[config.mk]
export PLATFORM = sky130hd
export DESIGN_NAME = usb_rx_ctrl
export DESIGN_NICKNAME = d
export VERILOG_FILES = /design/src/rtl/usb_rx_pkg.sv /design/src/rtl/usb_rx_bit_counter.sv /design/src/rtl/usb_rx_ctrl.sv
export SDC_FILE = /design/constraint.sdc
export NUM_CORES = 1
export LEC_CHECK = 0
export ABC_CLOCK_PERIOD_IN_PS = 1700
export CORE_MARGIN = 10
export CORE_UTILIZATION = 46
export CTS_BUF_LIST = sky130_fd_sc_hd__clkbuf_8
export CTS_CLUSTER_SIZE = 10
export DETAILED_ROUTE_END_ITERATION = 10
export PLACE_DENSITY = 0.77
export SLEW_MARGIN = 40
export SYNTH_ARGS = -nofsm -noshare
export SYNTH_HDL_FRONTEND = slang
export SYNTH_HIERARCHICAL = 1
export SYNTH_SLANG_ARGS = --single-unit
[constraint.sdc]
create_clock -name clk -period 1.7 [get_ports clk]
set_input_delay 0.17 -clock clk [delete_from_list [all_inputs] [get_ports clk]]
set_output_delay 0.17 -clock clk [all_outputs]
set_load 0.01 [all_outputs]
[src/rtl/usb_rx_pkg.sv]
// -----------------------------------------------------------------------------
// usb_rx_pkg
// Shared types and constants for the USB full-speed receive control path.
//   rx_state_t : receive sequencer states
//   SYNC_BYTE  : SYNC pattern as it appears in the shift register (8'h80)
//   PID_*      : low-nibble PID codes
//   pid_ok()   : true when the PID check nibble is the complement of the code
// Optional feature macro used by the users of this package: USB_RX_PID_CHECK_EN
// -----------------------------------------------------------------------------
package usb_rx_pkg;

    typedef enum logic [2:0] {
        ST_IDLE,
        ST_SYNC,
        ST_PID,
        ST_DATA,
        ST_EOP_WAIT,
        ST_ERR,
        ST_ERR_IDLE
    } rx_state_t;

    localparam logic [7:0] SYNC_BYTE = 8'h80;

    localparam logic [3:0] PID_OUT   = 4'h1;
    localparam logic [3:0] PID_IN    = 4'h9;
    localparam logic [3:0] PID_SOF   = 4'h5;
    localparam logic [3:0] PID_SETUP = 4'hD;
    localparam logic [3:0] PID_DATA0 = 4'h3;
    localparam logic [3:0] PID_DATA1 = 4'hB;
    localparam logic [3:0] PID_ACK   = 4'h2;
    localparam logic [3:0] PID_NAK   = 4'hA;
    localparam logic [3:0] PID_STALL = 4'hE;

    // Upper nibble of a PID byte carries the one's complement of the code.
    function automatic logic pid_ok(input logic [7:0] pid_byte);
        return pid_byte[7:4] == ~pid_byte[3:0];
    endfunction

endpackage

[src/rtl/usb_rx_bit_counter.sv]
// -----------------------------------------------------------------------------
// usb_rx_bit_counter
// 3-bit count of unstuffed bit strobes with a registered byte-complete pulse.
//   clk          in  system clock
//   n_rst        in  async active-low reset
//   i_clear      in  synchronous clear (packet start)
//   i_count_en   in  count one received bit
//   o_bit_count  out bits received in the current byte (0 = byte boundary)
//   o_byte_done  out 1-cycle pulse the cycle after the count wraps 7->0;
//                    the shift register output is complete while it is high
// -----------------------------------------------------------------------------
module usb_rx_bit_counter (
    input  logic       clk,
    input  logic       n_rst,
    input  logic       i_clear,
    input  logic       i_count_en,
    output logic [2:0] o_bit_count,
    output logic       o_byte_done
);

    logic [2:0] r_count;
    logic       r_byte_done;

    // NOTE: sequential state uses non-blocking assignments only, so every
    // register samples the pre-edge value of every other register.
    always_ff @(posedge clk or negedge n_rst) begin
        if (!n_rst) begin
            r_count     <= 3'd0;
            r_byte_done <= 1'b0;
        end else if (i_clear) begin
            r_count     <= 3'd0;
            r_byte_done <= 1'b0;
        end else begin
            r_byte_done <= i_count_en && (r_count == 3'd7);
            if (i_count_en) begin
                r_count <= r_count + 3'd1;
            end
        end
    end

    assign o_bit_count = r_count;
    assign o_byte_done = r_byte_done;

endmodule

[src/rtl/usb_rx_ctrl.sv]
// -----------------------------------------------------------------------------
// usb_rx_ctrl
// Receive sequencer for the USB full-speed receiver: frames unstuffed bits into
// bytes, checks SYNC, captures the PID, writes data bytes to the RX FIFO and
// flags packet errors.
//   clk, n_rst    clock, async active-low reset
//   d_edge        pulse: line transition seen
//   shift_enable  pulse: bit-sample instant
//   unstuff_hold  current sample is a stuffed bit (not counted)
//   eop           SE0 present
//   rx_byte       shift-register parallel output
//   rcving        reception in progress
//   w_enable      1-cycle FIFO write strobe for rx_byte
//   r_error       sticky packet error, cleared at next packet start
//   rx_done       1-cycle pulse on clean packet end
//   rx_pid        PID code of the last accepted PID byte
//   byte_count    data bytes written this packet (saturates at MAX_BYTES)
// Macro USB_RX_PID_CHECK_EN: when defined, a PID byte whose check nibble is not
// the complement of its code sends the packet to the error state.
// -----------------------------------------------------------------------------
module usb_rx_ctrl
    import usb_rx_pkg::*;
#(
    parameter  int MAX_BYTES = 64,
    localparam int CNT_W     = $clog2(MAX_BYTES + 1)
) (
    input  logic             clk,
    input  logic             n_rst,
    input  logic             d_edge,
    input  logic             shift_enable,
    input  logic             unstuff_hold,
    input  logic             eop,
    input  logic [7:0]       rx_byte,
    output logic             rcving,
    output logic             w_enable,
    output logic             r_error,
    output logic             rx_done,
    output logic [3:0]       rx_pid,
    output logic [CNT_W-1:0] byte_count
);

    rx_state_t        r_state;
    logic             r_rcving;
    logic             r_w_enable;
    logic             r_rx_done;
    logic             r_eop_seen;
    logic [3:0]       r_rx_pid;
    logic [CNT_W-1:0] r_byte_count;

    logic       w_cnt_clr;
    logic       w_cnt_en;
    logic [2:0] w_bit_count;
    logic       w_byte_done;
    logic       w_at_max;
    logic       w_pid_bad;
    logic       w_write;
    logic       w_to_err;

    // Packet start: leaving an idle state on the first transition.
    assign w_cnt_clr = d_edge && (r_state == ST_IDLE || r_state == ST_ERR_IDLE);
    assign w_cnt_en  = r_rcving && shift_enable && !unstuff_hold;
    assign w_at_max  = (r_byte_count == CNT_W'(MAX_BYTES));
    assign w_write   = (r_state == ST_DATA) && w_byte_done && !w_at_max;

`ifdef USB_RX_PID_CHECK_EN
    assign w_pid_bad = !pid_ok(rx_byte);
`else
    assign w_pid_bad = 1'b0;
`endif

    usb_rx_bit_counter u_bit_counter (
        .clk         (clk),
        .n_rst       (n_rst),
        .i_clear     (w_cnt_clr),
        .i_count_en  (w_cnt_en),
        .o_bit_count (w_bit_count),
        .o_byte_done (w_byte_done)
    );

    // NOTE: the default at the top of an always_comb keeps every path
    // assigned, so no latch is inferred.
    always_comb begin
        w_to_err = 1'b0;
        case (r_state)
            ST_SYNC: w_to_err = eop || (w_byte_done && rx_byte != SYNC_BYTE);
            ST_PID:  w_to_err = eop || (w_byte_done && w_pid_bad);
            // A byte arriving at the limit is dropped; an eop mid-byte means
            // the last byte was truncated.
            ST_DATA: w_to_err = (w_byte_done && w_at_max) ||
                                (eop && w_bit_count != 3'd0);
            default: w_to_err = 1'b0;
        endcase
    end

    always_ff @(posedge clk or negedge n_rst) begin
        if (!n_rst) begin
            r_state      <= ST_IDLE;
            r_rcving     <= 1'b0;
            r_w_enable   <= 1'b0;
            r_rx_done    <= 1'b0;
            r_error      <= 1'b0;
            r_eop_seen   <= 1'b0;
            r_rx_pid     <= 4'h0;
            r_byte_count <= '0;
        end else begin
            // NOTE: strobes default low every cycle, so each assertion
            // lasts exactly one clock.
            r_w_enable <= 1'b0;
            r_rx_done  <= 1'b0;

            // The write is taken before any eop decision in the same cycle.
            if (w_write) begin
                r_w_enable   <= 1'b1;
                r_byte_count <= r_byte_count + 1'b1;
            end

            if (w_to_err) begin
                r_state    <= ST_ERR;
                r_error    <= 1'b1;
                r_eop_seen <= eop;
            end else begin
                case (r_state)
                    ST_IDLE, ST_ERR_IDLE: begin
                        if (d_edge) begin
                            r_state      <= ST_SYNC;
                            r_rcving     <= 1'b1;
                            r_error      <= 1'b0;
                            r_byte_count <= '0;
                        end
                    end
                    ST_SYNC: begin
                        if (w_byte_done) begin
                            r_state <= ST_PID;
                        end
                    end
                    ST_PID: begin
                        if (w_byte_done) begin
                            r_rx_pid <= rx_byte[3:0];
                            r_state  <= ST_DATA;
                        end
                    end
                    ST_DATA: begin
                        if (eop) begin
                            r_state <= ST_EOP_WAIT;
                        end
                    end
                    ST_EOP_WAIT: begin
                        if (d_edge) begin
                            r_state   <= ST_IDLE;
                            r_rcving  <= 1'b0;
                            r_rx_done <= 1'b1;
                        end
                    end
                    ST_ERR: begin
                        // Wait for the line to return to idle after the
                        // broken packet's SE0 before rearming.
                        if (eop) begin
                            r_eop_seen <= 1'b1;
                        end else if (d_edge && r_eop_seen) begin
                            r_state  <= ST_ERR_IDLE;
                            r_rcving <= 1'b0;
                        end
                    end
                    default: begin
                        r_state  <= ST_IDLE;
                        r_rcving <= 1'b0;
                    end
                endcase
            end
        end
    end

    assign rcving     = r_rcving;
    assign w_enable   = r_w_enable;
    assign rx_done    = r_rx_done;
    assign rx_pid     = r_rx_pid;
    assign byte_count = r_byte_count;

endmodule

## Word-level counts from Yosys, hierarchy flattened

Index checks and enable logic that the tools add are counted.
W data, S select, Z words.

| storage, ports and cells | value |
|---|---|
| flip-flop bits (word level) | 23 |
| input bits | 14 |
| output and inout bits | 15 |

| operators by class | value |
|---|---|
| add/sub/neg operators | 2 |
| equality and inequality tests | 20 |
| mux-type cells | 31 |
| bitwise gates (word level) | 2 |
| reduce and logical (&&, ||, !) cells | 29 |

Operators with widths:

| operator | count |
|---|---|
| $mux W3 | 10 |
| $mux W7 | 4 |
| $pmux W3 S6 | 1 |
| $ne A3 B3 Y1 const B | 5 |
| $mux W1 | 14 |
| $eq A3 B3 Y1 const B | 4 |
| $logic_and A1 B1 Y1 | 10 |
| $reduce_bool A2 Y1 | 5 |
| $ne A2 B2 Y1 const B | 4 |
| $ne A8 B8 Y1 const B | 1 |
| $add A7 B1 Y7 const B | 1 |
| $eq A7 B7 Y1 const B | 1 |
| $reduce_and A7 Y1 | 1 |
| $eq A3 B2 Y1 const B | 2 |
| $ne A3 B2 Y1 const B | 2 |
| $reduce_and A6 Y1 | 1 |
| $pmux W1 S4 | 1 |
| $reduce_and A2 Y1 | 2 |
| $add A3 B1 Y3 const B | 1 |
| $eq A3 B1 Y1 const B | 1 |
| $logic_not A3 Y1 | 1 |
| $logic_or A1 B1 Y1 | 3 |
| $pmux W1 S3 | 1 |
| $reduce_and A3 Y1 | 1 |
| other kinds (5) | 7 |

## Depth between registers and ports, before layout

| logic depth | value |
|---|---|
| word-level depth | 7 |
| depth in mapped cells | 7 |
| mapped depth without buffers | 7 |

## Hierarchy

Netlist, hierarchy kept.

By module, submodules not included:

| module | instances | cells each | area an instance (sq um) | sequential area each (sq um) |
|---|---|---|---|---|
| usb_rx_ctrl | 1 | 116 | 1,104.8 | 475.5 |
| usb_rx_bit_counter | 1 | 14 | 172.7 | 100.1 |

## Least setup slack after synthesis

OpenSTA, ideal clock, no wires.

| timing path | value |
|---|---|
| path kind | register to register |
| from | reg u_bit_counter.r_count[1], in the netlist u_bit_counter/o_bit_count[1] |
| to | reg r_rx_pid[0], in the netlist rx_pid[0] |
| setup time | 128 ps |
| arrival | 1,515 ps |
| data required time | 1,572 ps |
| slack | 58 ps |
| stages on the path, launching flop included | 5 |
| buffers on the path | 0 |
| period minus slack after synthesis | 1,642 ps |
| path through | dfrtp_1 -> nor4b_4 -> o31ai_2 -> nor4b_4 -> mux2_1 |

| between the ends | value |
|---|---|
| word-level cells in the longest chain between the ends | 6 |

RTL lines:

| element | line | source |
|---|---|---|
| start, declared | usb_rx_bit_counter.sv:21 | `logic [2:0] r_count;` |
| start signal, assigned | usb_rx_bit_counter.sv:36 | `r_count <= r_count + 3'd1;` |
| $reduce_bool A3 Y1 | usb_rx_ctrl.sv:90 | `(eop && w_bit_count != 3'd0);` |
| $logic_and A1 B1 Y1 | usb_rx_ctrl.sv:90 |  |
| $logic_or A1 B1 Y1 | usb_rx_ctrl.sv:89 | `ST_DATA: w_to_err = (w_byte_done && w_at_max) \|\|` |
| $pmux W1 S3 | usb_rx_ctrl.sv:84 | `case (r_state)` |
| $not A1 Y1 (no source line) | - |  |
| $reduce_and A3 Y1 (no source line) | - |  |
| end signal, assigned | usb_rx_ctrl.sv:138 | `r_rx_pid <= rx_byte[3:0];` |
| end, declared | usb_rx_ctrl.sv:47 | `logic [3:0] r_rx_pid;` |

Every way passes these cells.
A chain may end at the register's enable or synchronous reset.

## Worst setup path after layout

| timing path | value |
|---|---|
| from | reg u_bit_counter.r_count[1], in the netlist u_bit_counter/o_bit_count[1] |
| to | reg r_rx_pid[1], in the netlist rx_pid[1] |

The elaborated chain is that of the path after synthesis.

==> summary.txt <==
status: completed
CP peak stage delay: 0.41 ns
Most Frequent Cell on Critical Path: nor4b_4
CTS buffer count: 3
total clock sinks: 23
Fmax achieved: 592 MHz
routed len/inst: 15.9 um
initial core utilization: 47.1%
ranking of synthesized cells by area: dfrtp_1, nor2_1, ha_1, nor4b_4, o21ai_0
Placed Instances: 200
Multi-input gate area: 692 sq um
number of filler cells placed in the layout: 233
Syn Area/Cell: 9.83 sq um
worst-path cell chain: nor4b_4, o31ai_2, nor4b_4, mux2_1
GRT overflow: 0
top layer in use: met4
Syn Inst Count: 130
Row Count: 19
RSZ-0062 raised after global routing: yes
P&R area growth vs syn: 38.4%
Worst EP required: 1.85 ns
Die X: 72.7 um
crit-path max FO: 4
CP Class: register to register
layout cells sized above 1: 14.4%
initial antenna violation count: 0
max-cap violations: 0
Critical Path Sink Type: register
Storage cell area: 576 sq um
Final Slew Violations: 0
Worst setup SP type: register
largest net degree at the start of global routing: 24
Die Area: 5290 sq um
ant diodes: 0
clock skew: 0.00130 ns
CTS tree: yes
Tcrit/Tclk final: 99.4%
cell family with most CP delay: simple AND/OR/NAND/NOR gates
worst skew pair latency: 0.26 ns
Synth Register Bits: 23
maximum vdd drop: 0.000953 V
met2 WL post-DR: 1690 um
Max Buffers Root-to-Sink: 2
fin nets: 193
Max-slew headroom: 76.0%
Post-synth EDFFs: 0
metal3 WL: 176 um
final instance area: 1770 sq um
Post-Syn Area: 1280 sq um
via count: 1,141
Core Util, Final: 65.2%
Worst-path clk slew: 0.08 ns
io pins: 29
Synthesized Nets: 148
Power Dens Cells: 1120 nW/um^2
top_reg_cell synth: dfrtp_1
first-pass GRT wire length: 5530 um
critical path's slowest cell: dfrtp_1
DR iter-0 viols: 36
Hold Fails Final Rpt: 0
Worst EP arrival: 1.84 ns
M1 wire length: 1290 um
Netlist cell types: 37
Detailed Routing Iterations Pass 1: 4
crit path time final: 1.69 ns
dominant cell type by area after synthesis: dfrtp_1
Core Area: 2710 sq um
Hold Crit Class: primary input to async pin
DPL Wire Length: 2510 um
setup TNS: 0 ns
sequential-to-total area share from yosys stat: 45.1%
Tot GR Track Use: 12.8%
Die H: 72.7 um
Final Non-Filler Cells: 205
root buffer cell: clkbuf_8
Slew @ Worst Pin: 0.359 ns
Yosys warning total: 6
Placement Cell Area: 1690 sq um
Final ANT Viol Nets: 0
DRC violations left: 0
port buffer count: 28
Synth async-reset ratio: 100%
setup violators final: 0
RD Place Congestion: 0.797
share of Yosys cell area claimed by the top area cell type: 45.1%
Buf+Inv Stages, Crit Path: 0
H-tree levels: 1
Leak: 0.800 nW
via count of the first global-routing pass: 1,188
WL final: 3260 um
drt via density: 5.57
what timing repair did:
item | in CTS | in global routing
setup buffers | 0 | 1
pin swaps | 1 | 1
endpoints found under the setup margin | 4 | 9
hold buffers | 0 | 0
cloned | 0 | 0
resized for setup | 0 | 3
stage by stage:
stage	hold WS [ns]	total power (W)	setup WS, ns
global route	0.276	0.00214	-0.0565
detailed placement	0.480	0.00165	-0.276
global placement	0.470	0.00159	-0.134
CTS	0.268	0.00198	-0.00370
finish	0.255	0.00198	0.0107
floorplan	-0.126	0.00128	0.0575
power by group:
group / switching (W) / total (W) / internal [W]
combinational: 0.000442 / 0.000882 / 0.000440
sequential: 0.000109 / 0.000761 / 0.000653
clock: 0.000175 / 0.000339 / 0.000164
cell families (layout without fill, tap and decap cells):
| kind of cell | count (synthesis) | in the layout | synth area share, % |
|---|---|---|---|
| xor gates and xnor gates | 6 | 6 | 4.11 |
| adders and majority gates | 4 | 4 | 3.92 |
| muxes | 6 | 6 | 5.09 |
| and+or+nand+nor | 57 | 57 | 25.9 |
| AOI/OAI and AO/OA | 26 | 26 | 13.4 |
| DFF | 23 | 23 | 45.1 |
| buffers and inverters | 8 | 52 | 2.55 |
routing by layer:
layer	up-vias	GRT usage (%)
met2	32	22.4
li1	549	-
met1	549	13.9
met4	0	6.54
met5	-	0
met3	11	3.27
flip-flops by register name (all words and copies together), names as in the netlist:
| name | flops |
|---|---|
| byte_count | 7 |
| rx_pid | 4 |
| r_state | 3 |
| u_bit_counter/o_bit_count | 3 |
| r_eop_seen | 1 |
| r_error | 1 |
| rcving | 1 |
| rx_done | 1 |
| u_bit_counter/o_byte_done | 1 |
| w_enable | 1 |
cell usage in the layout, fill, tap and decap left out, drive strengths merged:
cell,n
o211a,1
o22a,1
nand4bb,1
a31oi,1
clkbuf,3
and2,1
a21oi,6
nand3,3
nor2b,4
xnor2,2
o31ai,2
clkdlybuf4s50,28
inv,4
dfrtp,23
and4b,1
o22ai,1
nand2,11
nand2b,4
nor2,20
ha,4
clkinv,1
nand4,2
mux2,4
o221ai,2
and4,1
xor2,4
o211ai,1
buf,16
nor4bb,1
a21boi,1
a211o,1
o21ai,9
nor4,1
nand3b,2
mux2i,2
nor4b,3
or3,2
worst paths after layout:
kind,start,to,slack (ns),depth (start not counted)
min reg2reg,rx_pid[2],rx_pid[2],0.50,1
min in group clk,rx_pid[2],rx_pid[2],0.50,1
min,n_rst,rx_pid[1],0.25,2
max in group asynchronous,n_rst,rcving,1.22,2
max,u_bit_counter/o_bit_count[1],rx_pid[1],0.01,4
max reg2reg,u_bit_counter/o_bit_count[1],rx_pid[1],0.01,4
Yosys cell counts, types with 3 or more instances:
cell type / n
dfrtp_1: 23
nor2_1: 20
nand2_1: 11
o21ai_0: 9
a21oi_1: 6
ha_1: 4
inv_1: 4
mux2_1: 4
nand2b_1: 4
nor2b_1: 4
xor2_1: 4
nand3_1: 3
final cells by class:
cell class	instances	share of cell area, %
Clock inverter	1	0.283
Sequential cell	23	32.6
Timing Repair Buffer	44	22.6
Tap cell	31	2.19
Clock buffer	3	2.34
Inverter	4	0.849
Multi-Input combinational cell	99	39.1
Note: power is estimated with default switching activity, not from simulation.
